`src/rtl/filter_sched_pkg.sv`:
```
// rtl/filter_sched_pkg.sv - shared widths and scheduler state encoding for the PNG filter row scheduler
package filter_sched_pkg;

    localparam int SIZE_W_WD      = 12;
    localparam int SIZE_H_WD      = 12;
    localparam int FILTER_ENUM_WD = 3;
    localparam int WDOG_WD        = 16;

    localparam int ST_WD = 3;
    localparam logic [ST_WD-1:0] ST_IDLE   = 3'd0;
    localparam logic [ST_WD-1:0] ST_WAIT   = 3'd1;
    localparam logic [ST_WD-1:0] ST_LAUNCH = 3'd2;
    localparam logic [ST_WD-1:0] ST_STREAM = 3'd3;
    localparam logic [ST_WD-1:0] ST_DRAIN  = 3'd4;
    localparam logic [ST_WD-1:0] ST_NEXT   = 3'd5;
    localparam logic [ST_WD-1:0] ST_FIN    = 3'd6;

    function automatic int max_int(input int a, input int b);
        return (a > b) ? a : b;
    endfunction

endpackage

```
`src/rtl/filter_sched_cnt.sv`:
```
// rtl/filter_sched_cnt.sv - loadable saturating down-counter shared by stream length and watchdog
module filter_sched_cnt #(
    parameter int WD = 16
) (
    input  logic          clk,
    input  logic          rstn,
    input  logic          load,
    input  logic [WD-1:0] load_val,
    input  logic          dec,
    output logic [WD-1:0] cnt,
    output logic          zero
);

    always_ff @(posedge clk or negedge rstn) begin
        if (!rstn) begin
            cnt <= '0;
        end else if (load) begin
            cnt <= load_val;
        end else if (dec && (cnt != '0)) begin
            cnt <= cnt - 1'b1;
        end
    end

    assign zero = (cnt == '0);

endmodule

```
`src/rtl/filter_sched.sv`:
```
// rtl/filter_sched.sv - per-frame row scheduler: gates source stream, launches filter passes, tracks ping-pong buffers
module filter_sched
    import filter_sched_pkg::*;
#(
    parameter int FLT_DLY_CYC = 5,
    parameter int ROOM_WD     = 12,
    parameter int TMO_CYC     = 65535
) (
    input  logic                 clk,
    input  logic                 rstn,
    input  logic [SIZE_W_WD-1:0] cfg_w_i,
    input  logic [SIZE_H_WD-1:0] cfg_h_i,
    input  logic                 frm_start_i,
    input  logic                 frm_abort_i,
    output logic                 frm_done_o,
    output logic                 busy_o,
    output logic                 err_o,
    input  logic                 src_line_rdy_i,
    output logic                 src_en_o,
    input  logic [ROOM_WD-1:0]   dst_room_i,
    output logic                 flt_start_o,
    input  logic                 flt_done_i,
    input  logic [SIZE_H_WD-1:0] flt_cnt_h_i,
    output logic                 buf_sel_o,
    output logic [SIZE_H_WD-1:0] row_o
);

    localparam int CMP_WD = max_int(ROOM_WD, SIZE_W_WD + 1);
    localparam logic [WDOG_WD-1:0] TMO_VAL = WDOG_WD'(TMO_CYC);

    // A watchdog no longer than the compare phase would trip on every healthy row.
    if (TMO_CYC < 0 || TMO_CYC > 65535 || (TMO_CYC != 0 && TMO_CYC <= FLT_DLY_CYC)) begin : g_bad_tmo
        $error("filter_sched: TMO_CYC out of range");
    end

    logic [ST_WD-1:0]     state;
    logic [ST_WD-1:0]     state_nxt;
    logic [SIZE_W_WD-1:0] w_r;
    logic [SIZE_H_WD-1:0] h_r;
    logic [SIZE_H_WD-1:0] row_r;
    logic                 buf_r;
    logic                 abort_pend;

    logic                 cnt_load;
    logic [WDOG_WD-1:0]   cnt_load_val;
    logic                 cnt_dec;
    logic [WDOG_WD-1:0]   cnt;
    logic                 cnt_zero;

    logic start_ok;
    logic room_ok;
    logic last_beat;
    logic last_row;
    logic timeout;

    filter_sched_cnt #(.WD(WDOG_WD)) u_cnt (
        .clk      (clk),
        .rstn     (rstn),
        .load     (cnt_load),
        .load_val (cnt_load_val),
        .dec      (cnt_dec),
        .cnt      (cnt),
        .zero     (cnt_zero)
    );

    assign start_ok  = frm_start_i && (cfg_w_i != '0) && (cfg_h_i != '0);
    // One extra word of room is kept for the filter-type byte that precedes each row.
    assign room_ok   = CMP_WD'(dst_room_i) >= (CMP_WD'(w_r) + CMP_WD'(1));
    assign last_beat = (cnt == WDOG_WD'(1));
    assign last_row  = (row_r == (h_r - 1'b1));
    assign timeout   = (TMO_CYC != 0) && cnt_zero;

    always_ff @(posedge clk or negedge rstn) begin
        if (!rstn) begin
            state <= ST_IDLE;
        end else begin
            state <= state_nxt;
        end
    end

    always_comb begin
        state_nxt = state;
        case (state)
            ST_IDLE:   if (start_ok) state_nxt = ST_WAIT;
            ST_WAIT: begin
                if (frm_abort_i) begin
                    state_nxt = ST_FIN;
                end else if (src_line_rdy_i && room_ok) begin
                    state_nxt = ST_LAUNCH;
                end
            end
            ST_LAUNCH: state_nxt = ST_STREAM;
            ST_STREAM: if (last_beat) state_nxt = ST_DRAIN;
            ST_DRAIN: begin
                if (flt_done_i) begin
                    state_nxt = ST_NEXT;
                end else if (timeout) begin
                    state_nxt = ST_FIN;
                end
            end
            ST_NEXT:   state_nxt = (last_row || abort_pend || frm_abort_i) ? ST_FIN : ST_WAIT;
            ST_FIN:    state_nxt = ST_IDLE;
            default:   state_nxt = ST_IDLE;
        endcase
    end

    always_comb begin
        busy_o       = (state != ST_IDLE);
        flt_start_o  = (state == ST_LAUNCH);
        src_en_o     = (state == ST_STREAM);
        frm_done_o   = (state == ST_FIN);
        err_o        = ((state == ST_IDLE) && frm_start_i && !start_ok)
                    || ((state == ST_NEXT) && (flt_cnt_h_i != row_r))
                    || ((state == ST_DRAIN) && !flt_done_i && timeout)
                    || ((state != ST_DRAIN) && flt_done_i);
        // The stream length is loaded at launch; the watchdog reload rides on the last stream beat.
        cnt_load     = (state == ST_LAUNCH) || ((state == ST_STREAM) && last_beat);
        cnt_load_val = (state == ST_LAUNCH) ? WDOG_WD'(w_r) : TMO_VAL;
        cnt_dec      = (state == ST_STREAM) || (state == ST_DRAIN);
    end

    always_ff @(posedge clk or negedge rstn) begin
        if (!rstn) begin
            w_r        <= '0;
            h_r        <= '0;
            row_r      <= '0;
            buf_r      <= 1'b0;
            abort_pend <= 1'b0;
        end else begin
            if ((state == ST_IDLE) && frm_start_i) begin
                w_r   <= cfg_w_i;
                h_r   <= cfg_h_i;
                row_r <= '0;
                buf_r <= 1'b0;
            end
            if (state == ST_NEXT) begin
                row_r <= row_r + 1'b1;
                buf_r <= ~buf_r;
            end
            if (state == ST_FIN) begin
                row_r <= '0;
            end
            if (frm_abort_i && ((state == ST_LAUNCH) || (state == ST_STREAM) || (state == ST_DRAIN))) begin
                abort_pend <= 1'b1;
            end else if (state == ST_FIN) begin
                abort_pend <= 1'b0;
            end
        end
    end

    assign buf_sel_o = buf_r;
    assign row_o     = row_r;

endmodule

```
`config.mk`:
```
export PLATFORM = sky130hd
export DESIGN_NAME = filter_sched
export DESIGN_NICKNAME = d
export VERILOG_FILES = /design/src/rtl/filter_sched_pkg.sv /design/src/rtl/filter_sched_cnt.sv /design/src/rtl/filter_sched.sv
export SDC_FILE = /design/constraint.sdc
export NUM_CORES = 1
export LEC_CHECK = 0
export ABC_CLOCK_PERIOD_IN_PS = 7700
export BUFFER_PORTS_ARGS = -buffer_cell sky130_fd_sc_hd__buf_2
export CORE_MARGIN = 8
export CORE_UTILIZATION = 30
export DETAILED_ROUTE_END_ITERATION = 10
export SLEW_MARGIN = 0
export SYNTH_ARGS = -nofsm -noshare
export SYNTH_HDL_FRONTEND = slang
export SYNTH_SLANG_ARGS = --single-unit
```
`constraint.sdc`:
```
create_clock -name clk -period 7.7 [get_ports clk]
set_clock_uncertainty 0.05 [all_clocks]
set_input_delay 1.155 -clock clk [delete_from_list [all_inputs] [get_ports clk]]
set_output_delay 1.155 -clock clk [all_outputs]
set_load 0.005 [all_outputs]
```
**Word-level counts from Yosys, hierarchy flattened**

Cells that the tools add are included.

- Output and inout bits: 18
- Word-level logic and storage cells: 79
- Flip-flop bits (word level): 57
- Input port bits: 54

- Add/sub/neg operators: 4
- Equality and inequality tests: 14
- Muxes and demuxes: 18
- Bitwise operators: 1
- Reduce and logical (&&, ||, !) cells: 34
- Magnitude comparators: 1

Operator list:

| operator | number |
|---|---|
| $mux W16 | 3 |
| $mux W12 | 3 |
| $reduce_bool A12 Y1 | 2 |
| $mux W3 | 7 |
| $pmux W3 S6 | 1 |
| $eq A16 B1 Y1 const B | 1 |
| $logic_not A16 Y1 | 1 |
| $reduce_bool A16 Y1 | 1 |
| $sub A16 B1 Y16 const B | 1 |
| $add A12 B1 Y13 const B | 1 |
| $ge A12 B13 Y1 | 1 |
| $add A12 B1 Y12 const B | 1 |
| $eq A12 B12 Y1 | 1 |
| $logic_and A1 B1 Y1 | 12 |
| $ne A12 B12 Y1 | 1 |
| $sub A12 B1 Y12 const B | 1 |
| $eq A3 B3 Y1 const B | 3 |
| $logic_or A1 B1 Y1 | 9 |
| $ne A3 B3 Y1 const B | 3 |
| $eq A3 B2 Y1 const B | 2 |
| $reduce_bool A2 Y1 | 3 |
| $reduce_bool A3 Y1 | 2 |
| $mux W1 | 4 |
| $reduce_and A4 Y1 | 1 |
| 6 further kinds | 7 |

**Depth between registers and ports, before layout**

- Depth after elaboration: 8
- Gate-level depth with buffers: 14
- Mapped depth without buffers: 14

**Cells and area by module**

From an unflattened synthesis, not the netlist that was laid out.

- Cell total of the unflattened synthesis: 474
- Area total of the unflattened synthesis: 4,111.4 um^2

By module, submodules not included:

| module | cells each | instances | sequential area each (um^2) | area an instance (um^2) |
|---|---|---|---|---|
| filter_sched | 350 | 1 | 1,026.0 | 3,047.9 |
| filter_sched_cnt | 124 | 1 | 400.4 | 1,063.5 |

**Worst setup path after synthesis**

OpenSTA, ideal clock, no wires.

- Path kind: input to output
- Start: input port flt_cnt_h_i[5]
- End: output port err_o
- Data required time: 6.495 ns
- Buffers on the path: 0
- Data arrival time: 1.908 ns
- Slack: 4.587 ns
- Stages: 5
- Cell sequence: xor2_1 nor4_1 nand4_1 nor4_1 o21ai_0

- Longest elaborated chain between the ends: 5

RTL lines:

| element | RTL line | RTL |
|---|---|---|
| start: declaration | filter_sched.sv:23 | `input logic [SIZE_H_WD-1:0] flt_cnt_h_i,` |
| $ne A12 B12 Y1 | filter_sched.sv:113 | `\|\| ((state == ST_NEXT) && (flt_cnt_h_i != row_r))` |
| $logic_and A1 B1 Y1 | filter_sched.sv:113 |  |
| $logic_or A1 B1 Y1 | filter_sched.sv:113 |  |
| $logic_or A1 B1 Y1 | filter_sched.sv:114 | `\|\| ((state == ST_DRAIN) && !flt_done_i && timeout)` |
| $logic_or A1 B1 Y1 | filter_sched.sv:115 | `\|\| ((state != ST_DRAIN) && flt_done_i);` |
| end: declaration | filter_sched.sv:17 | `output logic err_o,` |

Every way passes these cells.

**Final worst setup path**

- Start: register u_cnt.cnt[13]
- End: output port err_o

- Longest elaborated chain between the ends: 4

RTL lines:

| element | RTL line | RTL |
|---|---|---|
| start: declaration | filter_sched_cnt.sv:10 | `output logic [WD-1:0] cnt,` |
| start signal: assignment | filter_sched_cnt.sv:18 | `cnt <= load_val;` |
| start signal: assignment | filter_sched_cnt.sv:20 | `cnt <= cnt - 1'b1;` |
| $logic_not A16 Y1 | filter_sched_cnt.sv:24 | `assign zero = (cnt == '0);` |
| $logic_and A1 B1 Y1 | filter_sched.sv:114 |  |
| $logic_or A1 B1 Y1 | filter_sched.sv:114 |  |
| $logic_or A1 B1 Y1 | filter_sched.sv:115 |  |

Every way passes these cells.

==> flow_metrics.py <==
metrics = {
    "status": {
        "status": "finished clean",
    },
    "floorplan": {
        "io-pin-count": 72,
        "start_util_pct": 30.4,
        "die_w_um": 131,
        "die_y_um": 131,
        "coreArea_mm2": 0.0131,
        "dieArea_mm2": 0.0172,
        "rows": 42,
    },
    "hold_path": {
        "whs_path_depth": 1,
        "hold_end": "buf_sel_o",
        "min-delay-start": "buf_sel_o",
        "hp-class": "reg2reg",
    },
    "sta": {
        "fin_setup_tns_ps": 0,
        "layout_min_cycle_time_ps": 3750,
        "maxSlewHeadroom_pct": 20.7,
        "setup_viol": 0,
        "maxSlewViolCount": 0,
        "holdWs_ps": 434,
        "max_freq_ghz": 0.267,
        "post-route-period-util_pct": 48.6,
        "rsz0062_at_grt": "false",
        "hold_violations": 0,
        "max_slew.worst_pin.slew_ps": 1180,
    },
    "logic_synthesis": {
        "synthesis.nets": 511,
        "ys_ff_latch": 57,
        "synth_ff_type": "dfrtp_1",
        "synth-xor-area-share_pct": 11.2,
        "synth_fa_ha_area_share_pct": 5.35,
        "yosysUniqueCellTypes": 57,
        "yosys.area_share.simple_pct": 24.1,
        "syn_area_per_cell_um2": 9.04,
        "netlist_area_mm2": 0.00398,
        "postSynthCellCount": 440,
        "synth_top_family_by_area": "simple AND/OR/NAND/NOR gates",
        "synth-async-reset-ratio_pct": 100,
        "muxShareOfSynthArea_pct": 5.63,
        "synth_edf_count": 0,
        "yosysWarningCount": 0,
        "synth_compound_area_share_pct": 14.3,
        "yosysSeqAreaShare_pct": 35.9,
    },
    "worst_setup_path": {
        "critPathMaxFanout": 4,
        "cp.arrival_ps": 2540,
        "cp.required_ps": 6490,
        "r2r_cells": 14,
        "worstReg2RegStart": "w_r[2]",
        "timing.rr.end": "state[1]",
        "end_kind": "output port",
        "crit_path_start_kind": "flop",
        "critical_path_class": "reg2out",
        "ff2ff_setup_slack_ps": 4720,
    },
    "clock_network": {
        "cts_buffers": 9,
        "postCtsSetupBuffers": 0,
        "cts-resized-gates": 0,
        "clk_pin_slew_ps": 60,
        "hold_buffers": 0,
        "clockBufferDepth": 2,
        "insertion_delay_ps": 330,
        "ctsHtreeMaxLevel": 3,
        "cts-root-buf": "clkbuf_16",
        "cts.sink_count": 57,
        "cts_tree": "built",
    },
    "drt": {
        "first_pass_iters": 5,
        "drc": 0,
        "drtAntennaViolNets": 0,
        "drt_iter0_markers": 295,
        "wirelength_um": 10800,
        "avgViaCountPerCell": 5.13,
        "vias": 3522,
        "wire_per_inst_um": 15.7,
    },
    "global_route": {
        "grt_pass1_vias": 3664,
        "grt_pass1_wl_um": 18200,
        "grt_usage_pct": 12.6,
        "grt_max_degree": 58,
        "antenna_found_initial": 0,
        "grt_overflow": 0,
    },
    "job": {
        "cap_violations": 0,
    },
    "placed_design": {
        "dpl.hpwl_um": 8280,
        "gp_congestion": 0.821,
        "port_buffers": 71,
    },
    "power": {
        "p_leak_nw": 2.06,
        "powerDensity_mw_per_mm2": 357,
        "ir_worst_vdd_mv": 0.126,
    },
    "finish": {
        "final_nets": 577,
        "synthToLayoutAreaGrowth_pct": 20.1,
        "num_antenna_cells": 0,
        "drive_gt1_share_pct": 24.1,
    },
}
where the power goes:
part	total [mW]	leakage (nW)	internal, mW	switching, mW
registers	0.613	0.707	0.417	0.196
clock network	0.375	0.137	0.233	0.142
logic	0.716	1.22	0.341	0.375
total	1.70	2.06	0.990	0.713
worst max path at each step:
| stage | end | from | cells after the start | slack (ps) |
|---|---|---|---|---|
| finish | err_o | u_cnt.cnt[13] | 8 | 3950 |
| global route | err_o | u_cnt.cnt[13] | 8 | 3720 |
| CTS | err_o | cfg_h_i[1] | 7 | 3950 |
| detailed placement | err_o | cfg_h_i[1] | 7 | 3950 |
| global placement | err_o | cfg_h_i[1] | 7 | 3920 |
| floorplan | err_o | flt_cnt_h_i[5] | 5 | 4590 |
flip-flops by register name (all words and copies together) (netlist names):
signal      count
buf_sel_o       1
state           3
abort_pend      1
row_o          12
u_cnt.cnt      16
w_r            12
h_r            12
Yosys cell counts, drive strengths merged (3+ instances only):
cell type	n	area, um^2
mux2	19	214
o211ai	5	37.5
nand2	41	156
o21a	3	22.5
inv	18	67.6
nand4	6	37.5
o31ai	4	30.0
xor2	24	210
dfrtp	57	1430
o21ai	37	185
a21oi	19	95.1
nor4	16	136
ha	17	213
clkbuf	13	50.0
nand3	23	115
and2	5	31.3
a31oi	5	31.3
and3	8	50.1
a221oi	3	32.5
buf	5	25.0
nor3	10	61.3
nor2	35	141
xnor2	27	236
and4bb	3	37.5
nand3b	6	61.3
a211oi	5	37.5
worst max-delay path, stage by stage (launching register included):
cell	delay, ps
dfrtp_1	420
nor4_4	380
nand3b_2	150
nor4_1	580
a21oi_1	150
nor2_1	120
a21oi_1	60
o21ai_0	210
buf_2	160
metrics by stage:
stage | total power, mW | util, % | worst slack (ps) | std cells | cell area [um^2]
after floorplan | 1.13 | - | 4590 | 440 | 3980
after global placement | 1.30 | 34.3 | 3920 | 671 | 4490
after detailed placement | 1.33 | 34.3 | 3950 | 671 | 4490
after CTS | 1.72 | 36.5 | 3950 | 687 | 4780
after global routing | 1.85 | 36.5 | 3720 | 687 | 4780
final | 1.70 | 36.5 | 3950 | 687 | 4780
layout make-up:
| type | instances | area [um^2] |
|---|---|---|
| Clock buffer | 11 | 253 |
| Clock inverter | 5 | 30.0 |
| Fill cell | 1338 | 8310 |
| Inverter | 18 | 67.6 |
| Multi-Input combinational cell | 347 | 2410 |
| Sequential cell | 57 | 1430 |
| Tap cell | 176 | 220 |
| Timing Repair Buffer | 73 | 370 |
per-layer routing:
layer	routed length (um)	global-route usage (%)	vias to the layer above
met3	661	4.12	15
met1	5260	16.8	1676
met2	4670	19.2	110
met4	157	3.62	0
li1	-	-	1721
met5	0	0	-
cells by family (layout without fill, tap and decap cells):
| kind of cell | Yosys count | after routing |
|---|---|---|
| multiplexers | 20 | 20 |
| XOR/XNOR | 51 | 51 |
| AO/OA/AOI/OAI | 92 | 92 |
| buffers and inverters | 36 | 107 |
| adder cells (fa/ha/maj) | 17 | 17 |
| AND/OR/NAND/NOR | 167 | 167 |
| flip-flops | 57 | 57 |
layout by cell type, fill, tap and decap left out, types with 3 or more instances in the layout:
cell / netlist / final
clkbuf_16: 0 / 9
nand3b_1: 4 / 4
xor2_1: 24 / 24
a31oi_1: 5 / 5
a211oi_1: 5 / 5
and3_1: 8 / 8
and2_1: 5 / 5
nor4_1: 13 / 13
o31ai_1: 4 / 4
xnor2_1: 27 / 27
ha_1: 17 / 17
nand4_1: 6 / 6
nand3_1: 23 / 23
a21oi_1: 19 / 19
buf_2: 5 / 71
nor2_1: 33 / 33
nor3_1: 9 / 9
dfrtp_1: 57 / 57
nand2_1: 40 / 40
o21ai_0: 37 / 37
clkinv_2: 0 / 3
o211ai_1: 5 / 5
mux2_2: 19 / 19
inv_1: 18 / 18
o21a_1: 3 / 3
No activity file was read; power rests on OpenSTA's default activity.
